<file path="src/rtl/wb_commit_queue_if.sv">
// Writeback commit queue bus: ALU/load result inputs, register-file write port, status.
// Forwarding lookup signals exist only when WB_FWD_EN is defined.
interface wb_commit_queue_if #(
   parameter int WIDTH = 32,
   parameter int DEPTH = 4
);
   localparam int PW = $clog2(DEPTH) + 1;

   logic             alu_valid;
   logic [4:0]       alu_rd;
   logic [WIDTH-1:0] alu_data;
   logic             alu_ready;
   logic             mem_valid;
   logic [4:0]       mem_rd;
   logic [WIDTH-1:0] mem_data;
   logic             mem_ready;
   logic [4:0]       rf_rd_addr;
   logic [WIDTH-1:0] rf_write_data;
   logic             rf_reg_write;
   logic [PW-1:0]    pending;
   logic             idle;
`ifdef WB_FWD_EN
   logic [4:0]       fwd_rs1_addr;
   logic [4:0]       fwd_rs2_addr;
   logic             fwd_rs1_hit;
   logic             fwd_rs2_hit;
   logic [WIDTH-1:0] fwd_rs1_data;
   logic [WIDTH-1:0] fwd_rs2_data;
`endif

   modport slave (
      input  alu_valid, alu_rd, alu_data, mem_valid, mem_rd, mem_data,
`ifdef WB_FWD_EN
      input  fwd_rs1_addr, fwd_rs2_addr,
      output fwd_rs1_hit, fwd_rs2_hit, fwd_rs1_data, fwd_rs2_data,
`endif
      output alu_ready, mem_ready, rf_rd_addr, rf_write_data, rf_reg_write, pending, idle
   );

   modport master (
      output alu_valid, alu_rd, alu_data, mem_valid, mem_rd, mem_data,
`ifdef WB_FWD_EN
      output fwd_rs1_addr, fwd_rs2_addr,
      input  fwd_rs1_hit, fwd_rs2_hit, fwd_rs1_data, fwd_rs2_data,
`endif
      input  alu_ready, mem_ready, rf_rd_addr, rf_write_data, rf_reg_write, pending, idle
   );
endinterface

</file>
<file path="src/rtl/wb_commit_queue.sv">
// In-order writeback FIFO retiring one register-file write per cycle; load results beat ALU results.
// Optional youngest-match forwarding lookup is enabled by defining WB_FWD_EN.
module wb_commit_queue #(
   parameter int WIDTH = 32,
   parameter int DEPTH = 4
) (
   input logic           clk,
   input logic           rst_n,
   wb_commit_queue_if.slave bus
);
   localparam int AW = $clog2(DEPTH);
   localparam int PW = AW + 1;

   // Handshake: a result is taken on a rising edge where valid && ready.
   logic [4:0]       r_q_rd   [DEPTH];
   logic [WIDTH-1:0] r_q_data [DEPTH];
   logic [AW-1:0]    r_wr_ptr;
   logic [AW-1:0]    r_rd_ptr;
   logic [PW-1:0]    r_count;
   logic             r_rf_we;
   logic [4:0]       r_rf_rd;
   logic [WIDTH-1:0] r_rf_data;

   logic             w_full;
   logic             w_mem_ready;
   logic             w_alu_ready;
   logic             w_mem_acc;
   logic             w_alu_acc;
   logic             w_push;
   logic             w_pop;
   logic [4:0]       w_push_rd;
   logic [WIDTH-1:0] w_push_data;

   // Ready is gated by reset so nothing is consumed while the queue is being cleared.
   assign w_full      = (r_count == PW'(DEPTH));
   assign w_mem_ready = rst_n && !w_full;
   assign w_alu_ready = rst_n && !w_full && !bus.mem_valid;
   assign w_mem_acc   = bus.mem_valid && w_mem_ready;
   assign w_alu_acc   = bus.alu_valid && w_alu_ready;
   assign w_push_rd   = w_mem_acc ? bus.mem_rd : bus.alu_rd;
   assign w_push_data = w_mem_acc ? bus.mem_data : bus.alu_data;
   assign w_push      = (w_mem_acc || w_alu_acc) && (w_push_rd != 5'd0);
   assign w_pop       = (r_count != '0);

   always_ff @(posedge clk) begin
      if (w_push) begin
         r_q_rd[r_wr_ptr]   <= w_push_rd;
         r_q_data[r_wr_ptr] <= w_push_data;
      end
   end

   always_ff @(posedge clk) begin
      if (!rst_n) begin
         r_wr_ptr  <= '0;
         r_rd_ptr  <= '0;
         r_count   <= '0;
         r_rf_we   <= 1'b0;
         r_rf_rd   <= 5'd0;
         r_rf_data <= '0;
      end else begin
         if (w_push) r_wr_ptr <= r_wr_ptr + AW'(1);
         if (w_pop) begin
            r_rd_ptr  <= r_rd_ptr + AW'(1);
            r_rf_rd   <= r_q_rd[r_rd_ptr];
            r_rf_data <= r_q_data[r_rd_ptr];
         end
         r_rf_we <= w_pop;
         if (w_push && !w_pop)      r_count <= r_count + PW'(1);
         else if (!w_push && w_pop) r_count <= r_count - PW'(1);
      end
   end

   assign bus.mem_ready     = w_mem_ready;
   assign bus.alu_ready     = w_alu_ready;
   assign bus.rf_reg_write  = r_rf_we;
   assign bus.rf_rd_addr    = r_rf_rd;
   assign bus.rf_write_data = r_rf_data;
   assign bus.pending       = r_count;
   assign bus.idle          = (r_count == '0) && !r_rf_we;

`ifdef WB_FWD_EN
   logic [AW-1:0] w_idx;

   // Walk oldest to newest after the output register so the youngest match overrides.
   always_comb begin
      w_idx            = '0;
      bus.fwd_rs1_hit  = 1'b0;
      bus.fwd_rs1_data = '0;
      bus.fwd_rs2_hit  = 1'b0;
      bus.fwd_rs2_data = '0;
      if (r_rf_we && (r_rf_rd == bus.fwd_rs1_addr) && (bus.fwd_rs1_addr != 5'd0)) begin
         bus.fwd_rs1_hit  = 1'b1;
         bus.fwd_rs1_data = r_rf_data;
      end
      if (r_rf_we && (r_rf_rd == bus.fwd_rs2_addr) && (bus.fwd_rs2_addr != 5'd0)) begin
         bus.fwd_rs2_hit  = 1'b1;
         bus.fwd_rs2_data = r_rf_data;
      end
      for (int k = 0; k < DEPTH; k++) begin
         w_idx = r_rd_ptr + AW'(k);
         if (PW'(k) < r_count) begin
            if ((r_q_rd[w_idx] == bus.fwd_rs1_addr) && (bus.fwd_rs1_addr != 5'd0)) begin
               bus.fwd_rs1_hit  = 1'b1;
               bus.fwd_rs1_data = r_q_data[w_idx];
            end
            if ((r_q_rd[w_idx] == bus.fwd_rs2_addr) && (bus.fwd_rs2_addr != 5'd0)) begin
               bus.fwd_rs2_hit  = 1'b1;
               bus.fwd_rs2_data = r_q_data[w_idx];
            end
         end
      end
   end
`endif
endmodule
</file>
<file path="src/flat_wrapper.sv">
// flat-port wrapper written by rule: the top's interface ports become plain ports
module wb_commit_queue_flat 
#(
   parameter int WIDTH = 32,
   parameter int DEPTH = 4
)
  (clk, rst_n, bus_alu_valid, bus_alu_rd, bus_alu_data, bus_mem_valid, bus_mem_rd, bus_mem_data, bus_alu_ready, bus_mem_ready, bus_rf_rd_addr, bus_rf_write_data, bus_rf_reg_write, bus_pending, bus_idle);
  wb_commit_queue_if #(.WIDTH(WIDTH), .DEPTH(DEPTH)) bus_i ();
  input logic clk;
  input logic rst_n;
  input wire logic [$bits(bus_i.alu_valid)-1:0] bus_alu_valid;
  input wire logic [$bits(bus_i.alu_rd)-1:0] bus_alu_rd;
  input wire logic [$bits(bus_i.alu_data)-1:0] bus_alu_data;
  input wire logic [$bits(bus_i.mem_valid)-1:0] bus_mem_valid;
  input wire logic [$bits(bus_i.mem_rd)-1:0] bus_mem_rd;
  input wire logic [$bits(bus_i.mem_data)-1:0] bus_mem_data;
  output wire logic [$bits(bus_i.alu_ready)-1:0] bus_alu_ready;
  output wire logic [$bits(bus_i.mem_ready)-1:0] bus_mem_ready;
  output wire logic [$bits(bus_i.rf_rd_addr)-1:0] bus_rf_rd_addr;
  output wire logic [$bits(bus_i.rf_write_data)-1:0] bus_rf_write_data;
  output wire logic [$bits(bus_i.rf_reg_write)-1:0] bus_rf_reg_write;
  output wire logic [$bits(bus_i.pending)-1:0] bus_pending;
  output wire logic [$bits(bus_i.idle)-1:0] bus_idle;
  assign bus_i.alu_valid = bus_alu_valid;
  assign bus_i.alu_rd = bus_alu_rd;
  assign bus_i.alu_data = bus_alu_data;
  assign bus_i.mem_valid = bus_mem_valid;
  assign bus_i.mem_rd = bus_mem_rd;
  assign bus_i.mem_data = bus_mem_data;
  assign bus_alu_ready = bus_i.alu_ready;
  assign bus_mem_ready = bus_i.mem_ready;
  assign bus_rf_rd_addr = bus_i.rf_rd_addr;
  assign bus_rf_write_data = bus_i.rf_write_data;
  assign bus_rf_reg_write = bus_i.rf_reg_write;
  assign bus_pending = bus_i.pending;
  assign bus_idle = bus_i.idle;
  wb_commit_queue #(.WIDTH(WIDTH), .DEPTH(DEPTH)) u_core (.clk(clk), .rst_n(rst_n), .bus(bus_i));
endmodule
</file>
<file path="config.mk">
export PLATFORM = sky130hd
export DESIGN_NAME = wb_commit_queue_flat
export DESIGN_NICKNAME = d
export VERILOG_FILES = /design/src/rtl/wb_commit_queue_if.sv /design/src/rtl/wb_commit_queue.sv /design/src/flat_wrapper.sv
export SDC_FILE = /design/constraint.sdc
export NUM_CORES = 1
export LEC_CHECK = 0
export CAP_MARGIN = 20
export CORE_UTILIZATION = 35
export DETAILED_ROUTE_END_ITERATION = 7
export PLACE_DENSITY = 0.65
export SLEW_MARGIN = 0
export SYNTH_ARGS = -nofsm -noshare
export SYNTH_HDL_FRONTEND = slang
export SYNTH_SLANG_ARGS = --single-unit
</file>
<file path="constraint.sdc">
create_clock -name clk -period 2.7 [get_ports clk]
set_input_delay 0.27 -clock clk [delete_from_list [all_inputs] [get_ports clk]]
set_output_delay 0.27 -clock clk [all_outputs]
set_load 0.005 [all_outputs]
</file>
# Yosys cells after proc, flatten, opt, wreduce, memory -nomap -nowiden
# Memories as Yosys holds them, arrays and structs flattened. A register that Yosys moved wholly into a read port is not among the register bits.
# Index checks and enable logic that the tools add are counted.
dict set report classes {
  add_sub_neg 4
  n_eq_ne 1
  mux 6
  reduce_logical 20
}
# cell count
set ops {}
lappend ops {{$mux 32} 1}
lappend ops {{$logic_and 1x1->1} 8}
lappend ops {{$logic_not 1->1} 7}
lappend ops {{$mux 3} 2}
lappend ops {{$mux 5} 1}
lappend ops {{$reduce_bool 5->1} 1}
lappend ops {{$add 2x1->2 const B} 2}
lappend ops {{$add 3x1->3 const B} 1}
lappend ops {{$eq 3x3->1 const B} 1}
lappend ops {{$logic_not 3->1} 1}
lappend ops {{$reduce_bool 3->1} 1}
lappend ops {{$sub 3x1->3 const B} 1}
lappend ops {{$mux 1} 2}
lappend ops {{$reduce_bool 2->1} 1}
lappend ops {{$logic_or 1x1->1} 1}
dict set report totals {
  regBits 8
  ramBits 148
  input_bits 78
  output_inout_bits 44
  elab_cells 37
  n_memories 2
}
# memory depth word_bits rd rd_clocked_by_memory_dff wr line_no
set memory_table {}
lappend memory_table {u_core.r_q_data 4 32 1 1 1 wb_commit_queue.sv:16} ;# logic [WIDTH-1:0] r_q_data [DEPTH];
lappend memory_table {u_core.r_q_rd 4 5 1 1 1 wb_commit_queue.sv:15} ;# logic [4:0] r_q_rd [DEPTH];

# Depth between registers and ports, before layout
dict set report logic_depth {
  depth_word 11
  mapped_depth 10
  ltp_nobuf 9
}

# Worst setup path before layout
# OpenSTA, ideal clock, no wires.
dict set report synth_path {
  path_type {flip-flop to flip-flop}
  startpoint {reg u_core.r_count[0], in the netlist u_core.bus.pending[0]}
  endpoint {mem u_core.r_q_data[1][0] (enable)}
  setup_ns 0.398
  arrival_time_ns 2.058
  required_ns 2.302
  path_slack_ns 0.244
  stages_incl_launch_ff 5
  n_path_buf 0
  synth_period_minus_slack_ns 2.456
  path_cell_list {dfxtp_1 or3b_1 and2_2 a21boi_1 and2_1}
}
dict set report synth_via {
  elab_chain_len 9
  elab_cells_between_ends 12
  cone_classes {eq/ne (1); mux (3); reduce/logical (8)}
}
# element line_no
set synth_rtl {}
lappend synth_rtl {{start: declaration} wb_commit_queue.sv:19} ;# logic [PW-1:0] r_count;
lappend synth_rtl {{start signal: assignment} wb_commit_queue.sv:68} ;# if (w_push && !w_pop) r_count <= r_count + PW'(1);
lappend synth_rtl {{start signal: assignment} wb_commit_queue.sv:69} ;# else if (!w_push && w_pop) r_count <= r_count - PW'(1);
lappend synth_rtl {{$eq 3x3->1 (*)} wb_commit_queue.sv:35} ;# assign w_full = (r_count == PW'(DEPTH));
lappend synth_rtl {{$logic_not 1->1 (*)} wb_commit_queue.sv:36} ;# assign w_mem_ready = rst_n && !w_full;
lappend synth_rtl {{$logic_and 1x1->1 (*)} wb_commit_queue.sv:36}
lappend synth_rtl {{named net bus_mem_ready} flat_wrapper.sv:18} ;# output wire logic [$bits(bus_i.mem_ready)-1:0] bus_mem_ready;
lappend synth_rtl {{$logic_and 1x1->1 (on tied branches)} {wb_commit_queue.sv:38, wb_commit_queue.sv:37}}
lappend synth_rtl {{$mux 5 / $logic_and 1x1->1 (equally long branches)} {wb_commit_queue.sv:40, wb_commit_queue.sv:39}}
lappend synth_rtl {{$reduce_bool 5->1 / $logic_or 1x1->1 (equally long branches)} wb_commit_queue.sv:42} ;# assign w_push = (w_mem_acc || w_alu_acc) && (w_push_rd != 5'd0);
lappend synth_rtl {{$logic_and 1x1->1 (*)} wb_commit_queue.sv:42}
lappend synth_rtl {{named net u_core.w_push} wb_commit_queue.sv:29} ;# logic w_push;
lappend synth_rtl {{$mux 1 (*)} wb_commit_queue.sv:46} ;# if (w_push) begin
lappend synth_rtl {{$mux 1 (implied by the code) (*)} wb_commit_queue.sv:48} ;# r_q_data[r_wr_ptr] <= w_push_data;
lappend synth_rtl {{end: declaration} wb_commit_queue.sv:16}
# The timed path passes the listed nets; every way through them passes the cells marked *.

# Worst setup path in the final report
dict set report layout_path {
  startpoint {reg u_core.r_count[0], in the netlist u_core.bus.pending[0]}
  endpoint {out bus_idle}
}
dict set report layout_via {
  elab_chain_len 2
}
# element line_no
set layout_rtl {}
lappend layout_rtl {{$logic_not 3->1} wb_commit_queue.sv:79} ;# assign bus.idle = (r_count == '0) && !r_rf_we;
lappend layout_rtl {{$logic_and 1x1->1} wb_commit_queue.sv:79}
lappend layout_rtl {{end: declaration} flat_wrapper.sv:23} ;# output wire logic [$bits(bus_i.idle)-1:0] bus_idle;
# Every way passes these cells.

==> results.toml <==
[outcome]
status = "finished, final reports clean"

[logic_synthesis]
synth_cell_types = 31
netlist.area_leader.share_pct = 57.2
netlist_area_um2 = 7770
yosysSeqAreaShare_pct = 68.8
ys_seq_elements = 193
yosysWarningCount = 0
synth_cells = 449
synthTopCellsByCount = "edfxtp_1, nand2_1, dfxtp_1"
syn_avg_cell_area_um2 = 17.3
yosysTopAreaCell = "edfxtp_1"
synth_edf_count = 148
synth_fp_nets = 533
synthTopCellsByArea = "edfxtp_1, dfxtp_1, mux4_2"
yosysMostFrequentCell = "edfxtp_1"
synthArstFlopShare_pct = 0
synth_ff_type = "edfxtp_1"

[pwr]
pwr-share-comb_pct = 26.6
p_sw_share_pct = 27.3
p_leak_nw = 3.34
clockPowerShare_pct = 28.1
p_int_mw = 6.53
power.density_nw_per_um2 = 908
p_switching_mw = 2.45
pwr-share-seq_pct = 45.3
peakVddDrop_mv = 0.360

[route]
highest_layer = "met4"
routedWlPerCell_um = 17.3
avgViaCountPerCell = 4.73
route.met3.wl_um = 552
routed-via-count = 4117
drc = 0
initialDrtViolationCount = 199
routed_wl_um = 15100
dr.pass1.iters = 4
wl_met1_um = 6400
final_antenna_net_count = 0
wl_met2_um = 7960

[die]
ioPinCount = 122
die_width_um = 151
die_area_um2 = 22800
die_h_um = 151
coreArea_um2 = 21800
fp-row-count = 54
start_util_pct = 35.6

[cts]
h-tree-depth = 4
clockBufferDepth = 2
cts_root_buf = "clkbuf_16"
cts_tree = "done"
post_cts_buffers = 0
clkSinkCount = 193
clk_latency_ns = 0.43
cts_resized = 0
cts_hold_buf = 0
cts_made_buffers = 17
cts.clk_slew.worst_paths_ns = 0.07

[sta]
post-route-period-util_pct = 93.7
finClkSkew_ns = 0.0144
max-slew-margin-rel_pct = 48.8
finalSetupTns_ns = 0
max_freq_ghz = 0.395
min_period_ns = 2.53
hold_viol = 0
setup_viol = 0
tightest_slew_ns = 0.768
rsz0062_at_grt = "no"
drv_slew = 0

[worst_setup_path]
slowest_delay_ns = 0.52
crit_family = "buffers and inverters"
crit_path_start_kind = "register"
critical_path_buf_inv_count = 2
path_max_fanout = 41
crit_arrival_ns = 2.26
cp_data_required_time_ns = 2.43
path_class = "reg2out"
cp-end-kind = "output port"
cp_slowest_cell = "or3_2"
worstPathCellList = "or3_2, buf_4, nor2_1, clkdlybuf4s50_1"

[global_routing]
grt_pass1_vias = 4355
grt_use_total_pct = 14.1
grt_max_degree = 48
antenna_found_initial = 0
grt_pass1_wl_um = 23200
globalRouteOverflowTotal = 0

[worst_hold_path]
hp-class = "in2reg"

[finish]
final_net_count = 661
fin_cells = 870
diodes = 0
drive_gt1_share_pct = 21.7
area_delta_synth_final_pct = 27.2

[placed_design]
gp_congestion = 0.673
numPortBuffers = 121
placed_cells = 838
hpwlAfterDp_um = 9670

[run]
cap_violations = 0
==> cells in the final DEF, fill, tap and decap left out, types with 7 or more instances in the layout <==
cell             count
buf_4               12
clkdlybuf4s50_1    120
nand2_1             78
clkbuf_16           17
mux2_2               7
a21boi_0            36
edfxtp_1           148
dfxtp_1             43
mux4_2              37
mux2_4              30
==> path summary, 6_finish.rpt <==
| kind | from | endpoint | slack [ns] | cells past startpoint |
|---|---|---|---|---|
| setup / recovery | u_core.bus.pending[0]$_SDFFE_PN0P_ | bus_idle | 0.17 | 4 |
| hold / removal | rst_n | u_core.bus.rf_rd_addr[3]$_SDFFE_PN0P_ | 0.46 | 3 |
| setup reg to reg | u_core.bus.pending[0]$_SDFFE_PN0P_ | u_core.bus.pending[2]$_SDFFE_PN0P_ | 0.30 | 9 |
| hold reg to reg | u_core.bus.rf_write_data[4]$_SDFFE_PN0P_ | u_core.bus.rf_write_data[4]$_SDFFE_PN0P_ | 0.46 | 2 |
==> sequential cells by signal, indices dropped and copies added (netlist names) <==
signal                    cells
u_core.r_q_data             128
u_core.r_wr_ptr               2
u_core.bus.rf_reg_write       1
u_core.bus.rf_write_data     32
u_core.r_rd_ptr               2
u_core.bus.pending            3
u_core.bus.rf_rd_addr         5
u_core.r_q_rd                20
==> worst register-to-register path, delay by kind of cell (launching register included) <==
kind | cells | cell delay (ns)
AOI/OAI and AO/OA | 2 | 0.40
DFF | 1 | 0.43
buffers and inverters | 1 | 0.07
adders and majority gates | 2 | 0.62
and+or+nand+nor | 3 | 0.61
xor gates and xnor gates | 1 | 0.18
==> logic make-up (layout without fill, tap and decap cells) <==
group	count (synthesis)	count (layout)	share of synthesized area, %
AND/OR/NAND/NOR	98	98	5.43
flip-flops	193	193	68.8
adder cells (fa/ha/maj)	6	6	1.06
AO/OA/AOI/OAI	42	42	3.96
buffers and inverters	30	171	2.51
multiplexers	77	77	17.9
XOR/XNOR	3	3	0.338
==> area by class of cell <==
cell class,instances,area [um^2]
Multi-Input combinational cell,226,2240
Tap cell,280,350
Sequential cell,193,5350
Clock buffer,20,437
Clock inverter,12,159
Timing Repair Buffer,135,1340
Inverter,4,15.0
Fill cell,1915,11900
==> power groups by stage <==
stage               Clock, mW  Combinational, mW  Sequential (mW)
finish                   2.52               2.39             4.07
detailed placement          0               2.45             4.16
floorplan                   0               1.61             3.92
global route             2.71               2.64             4.15
global placement            0               2.40             4.13
CTS                      2.58               2.46             4.10
==> through the flow <==
| step | setup WS [ns] | area (um^2) | hold WS (ns) | total power [mW] | utilization, % |
|---|---|---|---|---|---|
| global route | 0.0263 | 9890 | 0.478 | 9.51 | 45.3 |
| floorplan | 0.244 | 7770 | 0.447 | 5.53 | - |
| CTS | 0.110 | 9890 | 0.455 | 9.14 | 45.3 |
| detailed placement | 0.0912 | 9290 | 0.461 | 6.61 | 42.6 |
| finish | 0.170 | 9890 | 0.458 | 8.98 | 45.3 |
| global placement | 0.162 | 9290 | 0.451 | 6.53 | 42.6 |
==> layer usage <==
metal,track usage [%],vias to the layer above
li1,-,1941
met1,16.5,2071
met2,25.5,94
met3,3.07,11
met4,4.45,0
met5,0,-
Power figures use the tool's default switching activity.
